--- config.mk ---
export PLATFORM = sky130hd
export DESIGN_NAME = spi_gyro_responder
export DESIGN_NICKNAME = d
export VERILOG_FILES = /design/src/rtl/gyro_regs_pkg.sv /design/src/rtl/spi_edge_sync.sv /design/src/rtl/spi_gyro_responder.sv
export SDC_FILE = /design/constraint.sdc
export NUM_CORES = 1
export LEC_CHECK = 0
export CAP_MARGIN = 20
export CORE_MARGIN = 5
export CORE_UTILIZATION = 51
export DETAILED_ROUTE_END_ITERATION = 8
export PLACE_DENSITY = 0.76
export SLEW_MARGIN = 20
export SYNTH_ARGS = -nofsm -noshare
export SYNTH_HDL_FRONTEND = slang
export SYNTH_HIERARCHICAL = 1
export SYNTH_SLANG_ARGS = --single-unit
--- constraint.sdc ---
create_clock -name clk -period 2.2 [get_ports clk]
set_input_delay 0.44 -clock clk [delete_from_list [all_inputs] [get_ports clk]]
set_output_delay 0.44 -clock clk [all_outputs]
set_load 0.01 [all_outputs]
--- src/rtl/gyro_regs_pkg.sv ---
// Shared constants for the gyro register-map SPI responder: register addresses,
// command-byte bit positions and the transaction state enum.
package gyro_regs_pkg;

    localparam logic [5:0] ADDR_WHO_AM_I = 6'h0F;
    localparam logic [5:0] ADDR_CTRL1    = 6'h20;
    localparam logic [5:0] ADDR_CTRL2    = 6'h21;
    localparam logic [5:0] ADDR_CTRL3    = 6'h22;
    localparam logic [5:0] ADDR_CTRL4    = 6'h23;
    localparam logic [5:0] ADDR_CTRL5    = 6'h24;
    localparam logic [5:0] ADDR_STATUS   = 6'h27;
    localparam logic [5:0] ADDR_OUT_XL   = 6'h28;
    localparam logic [5:0] ADDR_OUT_XH   = 6'h29;
    localparam logic [5:0] ADDR_OUT_YL   = 6'h2A;
    localparam logic [5:0] ADDR_OUT_YH   = 6'h2B;
    localparam logic [5:0] ADDR_OUT_ZL   = 6'h2C;
    localparam logic [5:0] ADDR_OUT_ZH   = 6'h2D;

    localparam int CMD_RW_BIT = 7;
    localparam int CMD_MS_BIT = 6;

    localparam int STATUS_ZYXDA_BIT = 3;
    localparam int STATUS_ZYXOR_BIT = 7;

    typedef enum logic [1:0] {
        IDLE = 2'd0,
        CMD  = 2'd1,
        RD   = 2'd2,
        WR   = 2'd3
    } spi_state_e;

endpackage

--- src/rtl/spi_edge_sync.sv ---
// Multi-flop synchronizer for one asynchronous SPI wire, with single-clk
// rise/fall pulses derived from the synchronized level.
module spi_edge_sync #(
    parameter int SYNC_STAGES = 2
) (
    input  logic clk,
    input  logic din,
    output logic level,
    output logic rise,
    output logic fall
);

    logic [SYNC_STAGES-1:0] sync_q;
    logic                   prev_q;

    // No reset: keeping history through rst stops a held-low ss from looking like a fresh fall.
    always_ff @(posedge clk) begin
        sync_q <= {sync_q[SYNC_STAGES-2:0], din};
        prev_q <= sync_q[SYNC_STAGES-1];
    end

    assign level = sync_q[SYNC_STAGES-1];
    assign rise  = level & ~prev_q;
    assign fall  = ~level & prev_q;

endmodule

--- src/rtl/spi_gyro_responder.sv ---
// Mode-3 SPI slave emulating a 3-axis gyro register map, clocked entirely on clk.
// Optional STATUS register at 0x27 is built when GYRO_STATUS_REG_EN is defined.
module spi_gyro_responder
    import gyro_regs_pkg::*;
#(
    parameter logic [7:0] WHO_AM_I_VAL = 8'hD3,
    parameter int          SYNC_STAGES  = 2,
    parameter logic [7:0] CTRL1_RESET  = 8'h07
) (
    input  logic        clk,
    input  logic        rst,
    input  logic        sclk,
    input  logic        ss,
    input  logic        mosi,
    output logic        miso,
    input  logic [15:0] sample_x,
    input  logic [15:0] sample_y,
    input  logic [15:0] sample_z,
    input  logic        sample_valid,
    output logic [7:0]  ctrl_reg1,
    output logic        wr_strobe,
    output logic [5:0]  wr_addr,
    output logic [7:0]  wr_data,
    output logic        busy
);

    logic sclk_level_unused, sclk_rise, sclk_fall;
    logic ss_level_unused, ss_rise, ss_fall;
    logic mosi_s, mosi_rise_unused, mosi_fall_unused;

    spi_edge_sync #(.SYNC_STAGES(SYNC_STAGES)) u_sync_sclk (
        .clk(clk), .din(sclk), .level(sclk_level_unused), .rise(sclk_rise), .fall(sclk_fall)
    );
    spi_edge_sync #(.SYNC_STAGES(SYNC_STAGES)) u_sync_ss (
        .clk(clk), .din(ss), .level(ss_level_unused), .rise(ss_rise), .fall(ss_fall)
    );
    spi_edge_sync #(.SYNC_STAGES(SYNC_STAGES)) u_sync_mosi (
        .clk(clk), .din(mosi), .level(mosi_s), .rise(mosi_rise_unused), .fall(mosi_fall_unused)
    );

    spi_state_e  state, state_next;
    logic [2:0]  bit_cnt;
    logic [5:0]  addr;
    logic        ms;
    logic [6:0]  cmd_sr;
    logic [6:0]  shift_in;
    logic [7:0]  shift_out;
    logic [7:0]  ctrl_q [0:4];
    logic [15:0] live_x, live_y, live_z;
    logic [15:0] snap_x, snap_y, snap_z;
    logic [7:0]  cmd_byte;
    logic [7:0]  wr_byte;
    logic [7:0]  rd_byte;
    logic [7:0]  status_byte;
    logic        last_bit;
    logic [5:0]  next_addr;

    assign cmd_byte  = {cmd_sr, mosi_s};
    assign wr_byte   = {shift_in, mosi_s};
    assign last_bit  = (bit_cnt == 3'd7);
    assign next_addr = ms ? addr + 6'd1 : addr;
    assign busy      = (state != IDLE);
    assign ctrl_reg1 = ctrl_q[0];

`ifdef GYRO_STATUS_REG_EN
    logic zyxda, zyxor, status_clr;

    // Cleared as the last bit of OUT_Z_H leaves; a simultaneous new sample wins.
    assign status_clr = (state == RD) && sclk_fall && last_bit && (addr == ADDR_OUT_ZH);

    always_ff @(posedge clk) begin
        if (rst) begin
            zyxda <= 1'b0;
            zyxor <= 1'b0;
        end else if (sample_valid) begin
            zyxda <= 1'b1;
            zyxor <= ~status_clr & (zyxor | zyxda);
        end else if (status_clr) begin
            zyxda <= 1'b0;
            zyxor <= 1'b0;
        end
    end

    always_comb begin
        status_byte = 8'h00;
        status_byte[STATUS_ZYXDA_BIT] = zyxda;
        status_byte[STATUS_ZYXOR_BIT] = zyxor;
    end
`else
    assign status_byte = 8'h00;
`endif

    always_comb begin
        rd_byte = 8'h00;
        case (addr)
            ADDR_WHO_AM_I: rd_byte = WHO_AM_I_VAL;
            ADDR_CTRL1:    rd_byte = ctrl_q[0];
            ADDR_CTRL2:    rd_byte = ctrl_q[1];
            ADDR_CTRL3:    rd_byte = ctrl_q[2];
            ADDR_CTRL4:    rd_byte = ctrl_q[3];
            ADDR_CTRL5:    rd_byte = ctrl_q[4];
            ADDR_STATUS:   rd_byte = status_byte;
            ADDR_OUT_XL:   rd_byte = snap_x[7:0];
            ADDR_OUT_XH:   rd_byte = snap_x[15:8];
            ADDR_OUT_YL:   rd_byte = snap_y[7:0];
            ADDR_OUT_YH:   rd_byte = snap_y[15:8];
            ADDR_OUT_ZL:   rd_byte = snap_z[7:0];
            ADDR_OUT_ZH:   rd_byte = snap_z[15:8];
            default:       rd_byte = 8'h00;
        endcase
    end

    always_ff @(posedge clk) begin
        if (rst) state <= IDLE;
        else     state <= state_next;
    end

    always_comb begin
        state_next = state;
        case (state)
            IDLE: if (ss_fall) state_next = CMD;
            CMD: begin
                if (sclk_rise && last_bit)
                    state_next = cmd_byte[CMD_RW_BIT] ? RD : WR;
            end
            RD, WR: state_next = state;
            default: state_next = IDLE;
        endcase
        if (ss_rise) state_next = IDLE;
    end

    // Shift registers carry data only; they are always reloaded before use.
    always_ff @(posedge clk) begin
        if (state == CMD && sclk_rise)
            cmd_sr <= cmd_byte[6:0];
        if (state == WR && sclk_rise)
            shift_in <= wr_byte[6:0];
        if (state == RD && sclk_fall)
            shift_out <= (bit_cnt == 3'd0) ? {rd_byte[6:0], 1'b1} : {shift_out[6:0], 1'b1};
    end

    always_ff @(posedge clk) begin
        if (rst) begin
            bit_cnt   <= 3'd0;
            addr      <= 6'd0;
            ms        <= 1'b0;
            miso      <= 1'b1;
            wr_strobe <= 1'b0;
            wr_addr   <= 6'd0;
            wr_data   <= 8'd0;
            ctrl_q[0] <= CTRL1_RESET;
            ctrl_q[1] <= 8'h00;
            ctrl_q[2] <= 8'h00;
            ctrl_q[3] <= 8'h00;
            ctrl_q[4] <= 8'h00;
            live_x    <= 16'd0;
            live_y    <= 16'd0;
            live_z    <= 16'd0;
            snap_x    <= 16'd0;
            snap_y    <= 16'd0;
            snap_z    <= 16'd0;
        end else begin
            wr_strobe <= 1'b0;
            if (sample_valid) begin
                live_x <= sample_x;
                live_y <= sample_y;
                live_z <= sample_z;
            end
            // A sample arriving on the same clk as ss falls goes straight into the snapshot.
            if (ss_fall) begin
                snap_x <= sample_valid ? sample_x : live_x;
                snap_y <= sample_valid ? sample_y : live_y;
                snap_z <= sample_valid ? sample_z : live_z;
            end
            case (state)
                IDLE: begin
                    bit_cnt <= 3'd0;
                    miso    <= 1'b1;
                end
                CMD: begin
                    if (sclk_rise) begin
                        bit_cnt <= bit_cnt + 3'd1;
                        if (last_bit) begin
                            addr <= cmd_byte[5:0];
                            ms   <= cmd_byte[CMD_MS_BIT];
                        end
                    end
                end
                RD: begin
                    if (sclk_fall) begin
                        miso    <= (bit_cnt == 3'd0) ? rd_byte[7] : shift_out[7];
                        bit_cnt <= bit_cnt + 3'd1;
                        if (last_bit) addr <= next_addr;
                    end
                end
                WR: begin
                    if (sclk_rise) begin
                        bit_cnt <= bit_cnt + 3'd1;
                        if (last_bit) begin
                            wr_strobe <= 1'b1;
                            wr_addr   <= addr;
                            wr_data   <= wr_byte;
                            addr      <= next_addr;
                            case (addr)
                                ADDR_CTRL1: ctrl_q[0] <= wr_byte;
                                ADDR_CTRL2: ctrl_q[1] <= wr_byte;
                                ADDR_CTRL3: ctrl_q[2] <= wr_byte;
                                ADDR_CTRL4: ctrl_q[3] <= wr_byte;
                                ADDR_CTRL5: ctrl_q[4] <= wr_byte;
                                default: ;
                            endcase
                        end
                    end
                end
                default: ;
            endcase
            if (ss_rise) miso <= 1'b1;
        end
    end

endmodule
### After elaboration in Yosys (flattened, before gate mapping)

Memories as Yosys holds them, arrays and structs flattened.
Index checks and enable logic that the tools add are counted.

* add/subtract/negate cells: 2
* equality and inequality tests: 23
* mux-type cells: 60
* bitwise operators: 16
* reduce and logical (&&, ||, !) cells: 19

Operators with widths (number)
* case mux 8 bit (12 select lines): 1
* equality test 6 bit (second input constant): 11
* 2-to-1 mux 16 bit: 3
* 2-to-1 mux 8 bit: 6
* 2-to-1 mux 1 bit: 36
* 2-to-1 mux 6 bit: 6
* case mux 6 bit (3 select lines): 1
* inequality test 2 bit (second input constant): 6
* case mux 3 bit (3 select lines): 1
* AND reduction 3 bit: 3
* inverter 1 bit: 7
* adder 6 x 1 -> 6 bit (second input constant): 1
* equality test 6 x 4 -> 1 bit (second input constant): 1
* 2-to-1 mux 3 bit: 2
* OR reduction 2 bit: 3
* OR 1 bit: 5
* AND reduction 5 bit: 1
* AND 1 bit: 4
* equality test 2 bit (second input constant): 2
* logical AND 1 bit: 4
* 2-to-1 mux 2 bit: 2
* case mux 2 bit (2 select lines): 1
* AND reduction 2 bit: 2
* nonzero test 2 bit: 2
* other kinds (9): 9

* flip-flop bits (word level): 154
* memory bits (writable): 40
* output and inout port bits: 25
* word-level logic and storage cells: 143
* memories kept: 1

Memory list
* ctrl_q: words 5, bits a word 8, read ports 5, clocked after Yosys merged registers in 0, write ports 5, RTL line spi_gyro_responder.sv:48 `logic [7:0] ctrl_q [0:4];`

### Depth between registers and ports, before layout

* word-level depth: 8
* mapped depth: 9

### Hierarchy

The synthesis kept the hierarchy.

By module, submodules not included
* spi_gyro_responder: instances 1, cells each 712, area an instance 7658.6 um2
* spi_edge_sync: instances 3, cells each 5, area an instance 75.1 um2

### Least setup slack after synthesis

No wires, ideal clock.

* path type: register -> register
* start: reg u_sync_sclk.sync_q[1]
* end: mem ctrl_q[4][0], in the netlist ctrl_q[0][32] (enable)
* data arrival time: 1772 ps
* setup slack: 102 ps
* cell stages (with the launch flop): 7
* period minus slack after synthesis: 2098 ps
* cells stage by stage: dfxtp_1 nor2b_1 and3_1 and2_1 buf_2 buf_2 a21o_1

RTL lines
* from (decl): RTL line spi_edge_sync.sv:13 `logic [SYNC_STAGES-1:0] sync_q;`
* from (signal assigned): RTL line spi_edge_sync.sv:18 `sync_q <= {sync_q[SYNC_STAGES-2:0], din};`
* to (decl): RTL line spi_gyro_responder.sv:48

==> run metrics <==
peak supply drop=around 0.45 mV; WHS Path Cells=2; Place WS=-0.0339 ns; Reg area=4480 µm²; fin crit share=between 90% and 100%; CTS tree=built; unrepaired setup endpoints after global routing=false; crit start category=flip-flop; Max FO, Critical Path=12; first-pass iteration count of the detailed router=5; relative slew slack=a little under three fifths; worst hold path class=input port to flip-flop; Starting Density=~52%; fin crit period=2.10 ns; global-route wire length before repair=roughly 31000 µm; commonest non-fill, non-tap cell in the layout=dfxtp_1; Avg Cell Area, Syn=between 10 and 15 µm²; PortBufs=78; Slew Limit Fails=0; hold_buf cts=0; vias in the first global route=5606; RD Place Congestion=just over 0.9; initial antenna violation count=0; clock buffer depth=2; area of the mapped netlist=between 7000 and 8000 µm²; Max Cap Viol=0; Post CTS Setup Buffer Count=0; Hold Violations, Final=0; start of the worst register-to-register path=addr[0]; drt drc=0; Max Clock Skew=a little over 0.009 ns; hold path start=rst; reg2reg end=ctrl_q[0][5]; core footprint=15100 µm²; Final ANT Viol Nets=0; PwrDens=between 700 and 800 nW/µm²; IO Pins=79; mean routed wirelength per cell=20.1 µm; nets=roughly 850; Final WS setup=0.0983 ns; total wire length=roughly 20000 µm; Root Buffer=clkbuf_16; drt via density=between 5 and 6; worst slew pin tran=~0.65 ns; Clock transition at path regs=approximately 0.07 ns; Syn-to-layout area delta=20.4%; Fin Hold WS=0.309 ns; fillcell total=approximately 1.2k; crit path DAT=roughly 2.3 ns; Fmax=between 400 and 500 MHz; syn_nets=about 790; Fin Setup TNS=0 ns; Rows=between 40 and 50; gr ovfl total=0; Crit Path Class=flip-flop to flip-flop; First DRT Iteration DRCs=about 400; die height=134 µm; R2R cell count=6; HPWL Detailed=14600 µm; pin count of the biggest net entering global routing=99; reg2reg setup slack=about 0.1 ns; worst path required time=around 2.4 ns; status=finished, final reports clean; layout cells sized above 1=between 10% and 20%; critical path capture point type=flip-flop; via count=between 5k and 6k; Hold Crit Endpoint=wr_strobe; Post-Syn Instances=a little over 700; Yosys warning total=6; htree depth=4; Worst-Skew Late Latency=between 0.4 and 0.5 ns; Num CTS Buffers=17; # diodes=0; # clock sinks=~190; LEAKAGE=0.00350 µW; die area=~18000 µm²; Die Wd=between 100 and 150 µm; most frequent cells in the layout=dfxtp_1, nor2_1, clkdlybuf4s50_1; Total GRT Usage=~22%; area of the multi-input gates=3010 µm²; endpoints failing setup=0
-- flip-flops by register name, summed over array words and instances, names as in the netlist, 2 cells and up --
signal and count:
ctrl_q 40, live_z 16, u_sync_ss/sync_q 2, state 2, addr 6, snap_z 16, wr_addr 6, snap_x 16
bit_cnt 3, wr_data 8, cmd_sr 7, live_x 16, shift_out 7, u_sync_mosi/sync_q 2, shift_in 7, live_y 16
snap_y 16, u_sync_sclk/sync_q 2
-- through the flow --
stage                     instances  utilization (%)  total power [µW]  cell area, µm²
after floorplan                 724                -              4190            7850
after global placement          957             58.2              4390            8820
after detailed placement        957             58.2              4410            8820
after CTS                       989             62.3              7580            9440
after global routing            989             62.4              7780            9450
final                           989             62.4              7530            9450
-- what timing repair did --
action / CTS / global route
cloned: 0 / 0
endpoints found under the hold margin: 0 / 0
pin swaps: 0 / 1
resized for setup: 3 / 6
endpoints found under the setup margin: 2 / 47
-- where the power goes --
| part | total (µW) | switching, µW | internal (µW) |
|---|---|---|---|
| registers | 3890 | 87.5 | 3800 |
| logic | 433 | 220 | 213 |
| clock network | 3210 | 1360 | 1840 |
| total | 7530 | 1670 | 5860 |
-- routing by layer --
metal / share of wire [%] / GRT usage (%) / routed length [µm]
met4: 1.4 / 5.71 / 280
met5: 0 / 0 / 0
met3: 5.3 / 5.29 / 1050
met1: 45 / 30.6 / 9040
met2: 48 / 36.3 / 9540
-- area by class of cell --
type,count,share of cell area (%)
Sequential cell,193,47.4
Multi-Input combinational cell,457,31.8
Timing Repair Buffer,110,11.4
Clock buffer,19,4.69
Tap cell,188,2.49
Clock inverter,13,1.84
Inverter,9,0.357
-- worst max-delay path: stages (launching register included) --
cell,delay [ns]
dfxtp_2,0.39
inv_1,0.10
ha_1,0.24
buf_4,0.19
o31a_1,0.30
o31a_2,0.38
and2_1,0.23
-- how the worst max path moves through the flow --
stage | startpoint | slack (ns) | end
finish | addr[0] | 0.1 | ctrl_q[0][5]
global route | addr[0] | 0.001 | miso
CTS | addr[0] | 0.006 | ctrl_q[0][5]
detailed placement | addr[1] | -0.03 | shift_out[4]
global placement | addr[2] | 0.02 | shift_out[4]
floorplan | u_sync_sclk/sync_q[1] | 0.10 | ctrl_q[0][32]
No activity file was read; power rests on OpenSTA's default activity.
